$ cat src/rtl/fa_seq_pkg.sv
// Shared types and defaults for the FA_NBIT request sequencer.
package fa_seq_pkg;

  localparam int FA_SIZE_DEF   = 16;
  localparam int FA_SETTLE_DEF = 1;

  typedef enum logic [2:0] {
    IDLE   = 3'd0,
    LOAD_A = 3'd1,
    LOAD_B = 3'd2,
    WAIT   = 3'd3,
    RESP   = 3'd4
  } fa_seq_state_e;

endpackage

$ cat src/rtl/fa_nbit_seq_driver.sv
// Sequences one add request onto the FA_NBIT shared operand bus and returns SUM/CO.
// Optional FA_SEQ_OVF_EN adds a captured signed-overflow flag (rsp_ovf).
module fa_nbit_seq_driver
  import fa_seq_pkg::*;
#(
  parameter int SIZE   = FA_SIZE_DEF,
  parameter int SETTLE = FA_SETTLE_DEF
) (
  input  logic            clk,
  input  logic            rst_n,
  input  logic            req_valid,
  output logic            req_ready,
  input  logic [SIZE-1:0] req_a,
  input  logic [SIZE-1:0] req_b,
  input  logic            req_ci,
  output logic [SIZE-1:0] add_I,
  output logic            add_sel,
  output logic            add_En,
  output logic            add_CI,
  input  logic [SIZE-1:0] add_SUM,
  input  logic            add_CO,
  output logic            rsp_valid,
  input  logic            rsp_ready,
  output logic [SIZE-1:0] rsp_sum,
  output logic            rsp_co,
`ifdef FA_SEQ_OVF_EN
  output logic            rsp_ovf,
`endif
  output fa_seq_state_e   dbg_state
);

  localparam int CW = (SETTLE > 1) ? $clog2(SETTLE) : 1;

  // Handshakes: a transfer happens on a rising edge where valid and ready are
  // both high; valid holds its payload stable until that edge.

  fa_seq_state_e   state;
  logic [CW-1:0]   cnt;
  logic [SIZE-1:0] b_q;
`ifdef FA_SEQ_OVF_EN
  logic            a_msb;
  logic            b_msb;
`endif

  assign dbg_state = state;

  // Bus outputs are registered one state ahead, so the value seen during
  // LOAD_A/LOAD_B is the operand the adder takes on the following edge.
  always_ff @(posedge clk or negedge rst_n) begin
    if (!rst_n) begin
      state     <= IDLE;
      cnt       <= '0;
      b_q       <= '0;
      req_ready <= 1'b0;
      add_I     <= '0;
      add_sel   <= 1'b0;
      add_En    <= 1'b0;
      add_CI    <= 1'b0;
      rsp_valid <= 1'b0;
      rsp_sum   <= '0;
      rsp_co    <= 1'b0;
`ifdef FA_SEQ_OVF_EN
      a_msb     <= 1'b0;
      b_msb     <= 1'b0;
      rsp_ovf   <= 1'b0;
`endif
    end else begin
      case (state)
        IDLE: begin
          if (req_valid && req_ready) begin
            b_q       <= req_b;
            req_ready <= 1'b0;
            add_I     <= req_a;
            add_sel   <= 1'b0;
            add_En    <= 1'b1;
            add_CI    <= req_ci;
`ifdef FA_SEQ_OVF_EN
            a_msb     <= req_a[SIZE-1];
            b_msb     <= req_b[SIZE-1];
`endif
            state     <= LOAD_A;
          end else begin
            req_ready <= 1'b1;
          end
        end
        LOAD_A: begin
          add_I   <= b_q;
          add_sel <= 1'b1;
          add_En  <= 1'b1;
          state   <= LOAD_B;
        end
        LOAD_B: begin
          cnt   <= CW'(SETTLE - 1);
          state <= WAIT;
        end
        WAIT: begin
          if (cnt == '0) begin
            rsp_sum   <= add_SUM;
            rsp_co    <= add_CO;
`ifdef FA_SEQ_OVF_EN
            rsp_ovf   <= (a_msb == b_msb) && (add_SUM[SIZE-1] != a_msb);
`endif
            rsp_valid <= 1'b1;
            add_En    <= 1'b0;
            state     <= RESP;
          end else begin
            cnt <= cnt - 1'b1;
          end
        end
        RESP: begin
          if (rsp_ready) begin
            rsp_valid <= 1'b0;
            req_ready <= 1'b1;
            state     <= IDLE;
          end
        end
        default: state <= IDLE;
      endcase
    end
  end

endmodule

$ cat config.mk
export PLATFORM = sky130hd
export DESIGN_NAME = fa_nbit_seq_driver
export DESIGN_NICKNAME = d
export VERILOG_FILES = /design/src/rtl/fa_seq_pkg.sv /design/src/rtl/fa_nbit_seq_driver.sv
export SDC_FILE = /design/constraint.sdc
export NUM_CORES = 1
export LEC_CHECK = 0
export CORE_ASPECT_RATIO = 0.8
export CORE_MARGIN = 10
export CORE_UTILIZATION = 43
export DETAILED_ROUTE_END_ITERATION = 7
export GPL_TIMING_DRIVEN = 0
export PLACE_DENSITY = 0.79
export RECOVER_POWER = 50
export SKIP_LAST_GASP = 1
export SLEW_MARGIN = 10
export SYNTH_ARGS = -nofsm -noshare
export SYNTH_HDL_FRONTEND = slang
export SYNTH_SLANG_ARGS = --single-unit
$ cat constraint.sdc
create_clock -name clk -period 1.9 [get_ports clk]
set_input_delay 0.19 -clock clk [delete_from_list [all_inputs] [get_ports clk]]
set_output_delay 0.19 -clock clk [all_outputs]
set_load 0.01 [all_outputs]
After elaboration in Yosys (flattened, before gate mapping)
Cells that the tools add are included.
- add/sub/neg operators: 1
- equality and inequality tests: 7
- muxes and demuxes: 19
- bitwise logic cells: 1
- reductions and logical operators: 14
- operator list (operator ; count):
    16-bit one-hot mux with 2 select lines ; 1
    16-bit 2-to-1 mux ; 1
    3-bit one-hot mux with 5 select lines ; 1
    3-bit 2-to-1 mux ; 3
    3-bit AND reduction ; 3
    1-bit 2-to-1 mux ; 8
    1-bit one-hot mux with 2 select lines ; 4
    2-bit AND reduction ; 4
    2-bit nonzero test ; 4
    3-bit by 2-bit equality test with 1-bit output (second input constant) ; 2
    2-bit != test (second input constant) ; 3
    3-bit by 1-bit equality test with 1-bit output (second input constant) ; 1
    3-bit equality test (second input constant) ; 1
    3-bit zero test ; 1
    1-bit one-hot mux with 3 select lines ; 1
    3-bit nonzero test ; 1
    1-bit logical AND ; 1
    1-bit inverter ; 1
    1-bit subtractor (second input constant) ; 1
- register bits after elaboration: 58
- bits of input ports: 54
- output and inout port bits: 41

Logic depth before layout (Yosys ltp)
- depth after elaboration: 3
- gate-level depth with buffers: 6

Worst setup path before layout
No wires, ideal clock.
- kind: flip-flop to flip-flop
- start: register state[0], in the netlist dbg_state[0]
- end: register b_q[1]
- arrival time: 1494 ps
- required time: 1775 ps
- slack: 281 ps
- stages on the path, launching flop included: 7
- path buffers: 3
- clock period less this slack: 1619 ps
- cell sequence: dfrtp_1 buf_4 nand4bb_1 buf_6 nor2_8 buf_12 mux2_4
- word-level cells in the longest chain between the ends: 2
- RTL lines (item ; RTL line ; text):
    start, declared ; fa_nbit_seq_driver.sv:37 ; fa_seq_state_e state;
    start signal, assigned ; fa_nbit_seq_driver.sv:51 ; state <= IDLE;
    start signal, assigned ; fa_nbit_seq_driver.sv:81 ; state <= LOAD_A;
    start signal, assigned ; fa_nbit_seq_driver.sv:90 ; state <= LOAD_B;
    3-bit zero test ; fa_nbit_seq_driver.sv:68 ; case (state)
    2-bit AND reduction (no line) ; n/a ;
    end signal, assigned ; fa_nbit_seq_driver.sv:71 ; b_q <= req_b;
    end, declared ; fa_nbit_seq_driver.sv:39 ; logic [SIZE-1:0] b_q;
Every way passes these cells.
A chain may end at the register's enable or synchronous reset.

Worst setup path after layout
- start: register state[2], in the netlist dbg_state[2]
- end: output port dbg_state[2]
- RTL lines (item ; RTL line ; text):
    end, declared ; fa_nbit_seq_driver.sv:29 ; output fa_seq_state_e dbg_state
No word-level cell between the ends.

==> results.sh <==
export IMPL_syn_inst=193
export IMPL_ys_seq_elements=57
export IMPL_pin_count=95
export IMPL_seq_area_frac_synth_pct=58.49
export IMPL_final_nets=353
export IMPL_hold_ws_ns=0.4454
export IMPL_die_x_um=104.2
export IMPL_initial_core_util_pct=44.62
export IMPL_clk_pin_slew_ns=0.06
export IMPL_netlist_area_leader_share_pct=58.49
export IMPL_vias_per_cell=5.073
export IMPL_routed_wl_mm=6.599
export IMPL_power_frac_comb_pct=47.0
export IMPL_powerDensity_nw_per_um2=1707
export IMPL_internal_power_uw=4166
export IMPL_numCtsBuffers=9
export IMPL_overflow=0
export IMPL_critPathBufInv=1
export IMPL_cp_top_family="buffers and inverters"
export IMPL_final_setup_viol_count=0
export IMPL_relSlewSlack_pct=52.35
export IMPL_drv_cap=0
export IMPL_vias=1933
export IMPL_power_leakage_uw=0.001516
export IMPL_areaGrowthSynthToFinish_pct=50.80
export IMPL_fin_cells=381
export IMPL_cts_tree="done"
export IMPL_avgSynthCellArea_um2=12.64
export IMPL_synth_fp_nets=247
export IMPL_netlist_cell_type_count=28
export IMPL_cp_cell_sequence="clkdlybuf4s50_1"
export IMPL_synth_area_leaders="dfrtp_1 58%, mux2_2 8.3%, mux2_4 4.9%"
export IMPL_rsz0062_at_grt="false"
export IMPL_wl_per_cell_um=17.32
export IMPL_root_buffer="clkbuf_8"
export IMPL_worst_ep_required_time_ns=1.71
export IMPL_place_congestion=0.7944
export IMPL_end_kind="output port"
export IMPL_min_period_ns=1.773
export IMPL_crit_slowest_cell="clkdlybuf4s50_1"
export IMPL_rows=24
export IMPL_fin_crit_sh_pct=93.31
export IMPL_cts_setup_buffers=0
export IMPL_p_sw_uw=2111
export IMPL_dpl_hpwl_mm=4.873
export IMPL_htreeDepth=3
export IMPL_outcome="complete, no violations"
export IMPL_dieArea_um2=9102
export IMPL_yosysWarnings=0
export IMPL_cp_arrival_ns=1.58
export IMPL_max_stage_delay_ns=0.64
export IMPL_drv_slew=0
export IMPL_first_pass_iters=4
export IMPL_p_clk_share_pct=17.9
export IMPL_utilization_pct=67.28
export IMPL_antenna_found_initial=0
export IMPL_grt_max_degree=58
export IMPL_synth_area_leader_cell="dfrtp_1"
export IMPL_fmax_mhz=564.1
export IMPL_drive_gt1_share_pct=18.48
export IMPL_grt_usage_pct=14.79
export IMPL_dp_cells=365
export IMPL_clockBufferDepth=2
export IMPL_fp_dieH_um=87.36
export IMPL_tightest_slew_ns=0.7147
export IMPL_cts_sinks=57
export IMPL_syn_area_um2=2439
export IMPL_p_sw_share_pct=33.64
export IMPL_drt_iter0_drc=52
export IMPL_crit_type="reg -> out"
export IMPL_min_path_type="in -> async"
export IMPL_clk_latency_ns=0.33
export IMPL_num_antenna_cells=0
export IMPL_fin_skew_ns=0.006300
export IMPL_total_power_uw=6277
export IMPL_report_final_hold_viol_count=0
export IMPL_drc_errors=0
export IMPL_dp_slack_ns=0.07954
export IMPL_worst_slack_ns=0.1272
export IMPL_ir_drop_mv=0.7492
export IMPL_seqPwrFrac_pct=35.1
export IMPL_grt_first_pass_wirelength_mm=10.75
export IMPL_grt_pass1_vias=2010
export IMPL_antenna_left=0
export IMPL_io_buffer_count=94
export IMPL_cp_max_fo=8
export IMPL_critPathLaunchType="register"
export IMPL_fp_coreArea_um2=5465
## flip-flops by register name, indices dropped and copies added, names as in the netlist
| register | cells |
|---|---|
| add_CI | 1 |
| dbg_state | 3 |
| rsp_co | 1 |
| req_ready | 1 |
| b_q | 16 |
| add_En | 1 |
| add_sel | 1 |
| rsp_sum | 16 |
| rsp_valid | 1 |
| add_I | 16 |
## power by group through the flow
stage | clock [uW] | combinational [uW] | sequential, uW
global placement | 0 | 3000 | 2200
detailed placement | 0 | 3060 | 2230
finish | 1130 | 2950 | 2200
CTS | 1140 | 3080 | 2220
global route | 1200 | 3200 | 2290
floorplan | 0 | 1460 | 2390
## synthesized netlist by cell type (all sizes together)
master	count
a21oi	4
a31oi	16
buf	12
clkbuf	3
dfrtp	57
inv	1
mux2	34
nand2	2
nand2b	1
nand3	16
nand3b	1
nand4bb	1
nor2	21
nor2b	1
nor3	1
nor4bb	1
o21ai	17
o31a	1
o31ai	1
or3b	1
xnor2	1
## cell usage in the layout (no fill, tap or decap), types with 2 or more instances in the layout
master and n:
a21oi_1 4, a31oi_1 16, buf_2 4, buf_4 3, buf_6 5, clkbuf_1 4
clkbuf_8 11, clkdlybuf4s50_1 76, clkinv_2 2, dfrtp_1 57, dlygate4sd3_1 18, mux2_1 8
mux2_2 18, mux2_4 8, nand2_1 2, nand3_1 16, nor2_1 20, o21ai_0 17
## layer usage
layer / GRT usage [%] / part of all wire [%] / vias up
met1: 17.32 / 44 / 955
met3: 7.175 / 8.1 / 5
met2: 23.91 / 47 / 65
li1: - / - / 908
met4: 3.909 / 0.44 / 0
met5: 0 / 0 / -
## path summary, 6_finish.rpt
path,endpoint,cells past startpoint,startpoint,slack [ns]
worst min-delay path,rsp_sum[0],2,rst_n,0.45
min in group clk,rsp_sum[11],2,add_SUM[11],0.45
worst max register to register,rsp_sum[10],4,dbg_state[2],0.17
worst min register to register,rsp_sum[13],1,rsp_sum[13],0.48
max in group asynchronous,b_q[12],2,rst_n,0.97
worst max-delay path,dbg_state[2],1,dbg_state[2],0.13
## stage by stage
step                      setup TNS, ns  cell area (um^2)
final                                 0              3677
after global placement           -63.89              3477
after floorplan                       0              2439
after global routing                  0              3677
after detailed placement              0              3475
after CTS                             0              3680
## area by class of cell
cell class	instances	area, um^2
buffer	15	122.6
clock buffer	12	155.1
clock inverter	3	40.04
fill	449	1788
inverter	1	3.754
multi-input combinational	120	883.3
sequential	57	1426
tap	78	97.59
timing repair buffer	95	948.4
## cell families after synthesis
kind of cell	share of synthesized area [%]
xor+xnor	0.3592
mux	16.93
flops	58.49
buf+inv	5.182
simple gates	9.954
compound gates	9.082
## timing repair
item | CTS | global route
resized for setup | 0 | 0
hold endpoints to repair | 57 | 0
hold buffers | 1 | 0
No activity file was read; power rests on OpenSTA's default activity.
==> RTL change: new RTL, same settings <==
`FA_SIZE_DEF`: 16 -> 8.
--- a/src/rtl/fa_seq_pkg.sv
+++ b/src/rtl/fa_seq_pkg.sv
@@ -2,5 +2,5 @@
 package fa_seq_pkg;
 
-  localparam int FA_SIZE_DEF   = 16;
+  localparam int FA_SIZE_DEF   = 8;
   localparam int FA_SETTLE_DEF = 1;
 
Ports: changed (5 resized); port bits go from 95 to 55. The function was not compared with the original's and may differ.
==> RTL change against the original RTL <==
Sequential cell count decreased by 24; critical path depth increased by 5; sequential power decreased by 42%; via count decreased by 40%; largest cell class unchanged; wire length decreased by 42%; power decreased by 44%; cell count decreased by 43%; worst setup slack improved by 0.13 ns; register-to-register slack improved by 0.09 ns; sequential share of layout area increased by 0.61 points; critical path type is now reg -> reg; area after synthesis decreased by 41%; final area decreased by 43%; die area decreased by 33%.
==> RTL change: results (changes against the original RTL) <==
global_routing:
  grt_pass1_wl_um: 6150  # was 10800 um
  grt_max_degree: 34  # was 58
  grt_util_all_layers_pct: 12.9  # was 14.8%
  grt_pass1_vias: 1204  # was 2010
worst_setup_path:
  reg2reg_depth: 6  # was 4
  r2r_start: "dbg_state[0]"  # was dbg_state[2]
  crit_arrival_ns: 1.81  # was 1.58 ns
  cp_slowest_cell: "dfrtp_1"  # was clkdlybuf4s50_1
  critPathMaxStageDelay_ns: 0.38  # was 0.64 ns
  r2r_end: "b_q[5]"  # was rsp_sum[10]
  crit_fanout: 10  # was 8
  regToRegSetupSlack_ns: 0.26  # was 0.17 ns
sta:
  slew_headroom_pct: 44.6  # was 52.4%
  fin_skew_ns: 0.00701  # was 0.00630 ns
clock_network:
  clock_path_buffers: 2  # unchanged
  clock_latency_ns: 0.29  # was 0.33 ns
  htreeDepth: 2  # was 3
  cts_buffers: 5  # was 9
  cts_resized: 0  # unchanged
placed_design:
  dp_hpwl_um: 2870  # was 4870 um
  port_buffers: 54  # was 94
  routabilityCongestion: 0.799  # was 0.794
  dpl_cell_area_um2: 2020  # was 3470 um^2
power:
  peakVddDrop_mv: 0.837  # was 0.749 mV
  p_leak_nw: 0.851  # was 1.52 nW
  power.density_nw_per_um2: 1680  # was 1710 nW/um^2
drt:
  drt-initial-drc-count: 67  # was 52
  via_per_inst: 5.34  # was 5.07
  finalWirelength_um: 3800  # was 6600 um
  route.met2.wl_um: 1810  # was 3130 um
  wl_met3_um: 332  # was 534 um
  m1WireLength_um: 1620  # was 2910 um
finish:
  nets: 207  # was 353
  fill_cells: 246  # was 449
  layout-drive-gt1-share_pct: 19.3  # was 18.5%
  reg_top3: "add_I: 8 flops, b_q: 8 flops, rsp_sum: 8 flops"  # was add_I: 16 flops, b_q: 16 flops, rsp_sum: 16 flops
outcome:
  status: "finished, final reports clean"  # unchanged
min_path:
  hold_path_class: "in -> reg"  # was in -> async
synthesis:
  synth.area.top_cells: "dfrtp_1 (57%), mux2_2 (14%), nand3b_1 (4.7%), a31oi_1 (3.5%), nor2_1 (3.4%)"  # was dfrtp_1 (58%), mux2_2 (8.3%), mux2_4 (4.9%), a31oi_1 (4.1%), mux2_1 (3.7%)
  synth_cell_types: 23  # was 28
  syn_nets: 145  # was 247
  ys_top_cells_by_count: "dfrtp_1 (33), mux2_2 (18), nor2_1 (13)"  # was dfrtp_1 (57), nor2_1 (20), mux2_2 (18)
  ys_seq_area_share_pct: 57.4  # was 58.5%
RTL change: layout make-up:
| type | count | share of cell area [%] |
|---|---|---|
| sequential | 33 | 39.4 |
| timing repair buffer | 55 | 26.0 |
| multi-input combinational | 72 | 25.0 |
| buffer | 10 | 3.64 |
| clock buffer | 5 | 3.28 |
| tap | 40 | 2.39 |
| clock inverter | 1 | 0.239 |
RTL change: how the worst max path moves through the flow:
stage | start | endpoint | cells past startpoint | slack, ns
after floorplan | dbg_state[0] | add_CI | 6 | 0.34
after global placement | rst_n | add_sel | 1 | 0.05
after detailed placement | req_valid | b_q[2] | 6 | 0.15
after CTS | dbg_state[0] | b_q[6] | 6 | 0.25
final | dbg_state[0] | b_q[5] | 6 | 0.26
after global routing | dbg_state[0] | b_q[6] | 6 | 0.17
RTL change: what timing repair did:
item,CTS,global route
endpoints found under the setup margin,0,0
hold buffers,1,0
endpoints found under the hold margin,33,0
buffers inserted,0,0
RTL change: cells by family after synthesis:
family,share of synthesized area [%]
multiplexers,14.1
buffers and inverters,6.09
AO/OA/AOI/OAI,8.79
XOR/XNOR,0.609
AND/OR/NAND/NOR,13.0
flip-flops,57.4
RTL change: report_power, final:
part | internal (mW) | switching [mW] | leakage [nW]
Sequential | 1.07 | 0.213 | 0.387
Clock | 0.241 | 0.246 | 0.0399
Combinational | 0.997 | 0.758 | 0.425
Total | 2.31 | 1.22 | 0.851
RTL change: routing by layer:
metal / GRT usage [%] / vias up
met5: 0 / -
met4: 4.38 / 0
met3: 6.89 / 6
met2: 20.4 / 40
met1: 14.6 / 574
li1: - / 534
RTL change: through the flow:
step	hold WS, ns	cells	worst slack [ns]
global placement	0.485	209	0.0517
global route	0.508	216	0.171
detailed placement	0.290	209	0.153
CTS	0.484	216	0.245
finish	0.486	216	0.255
floorplan	-0.106	115	0.336
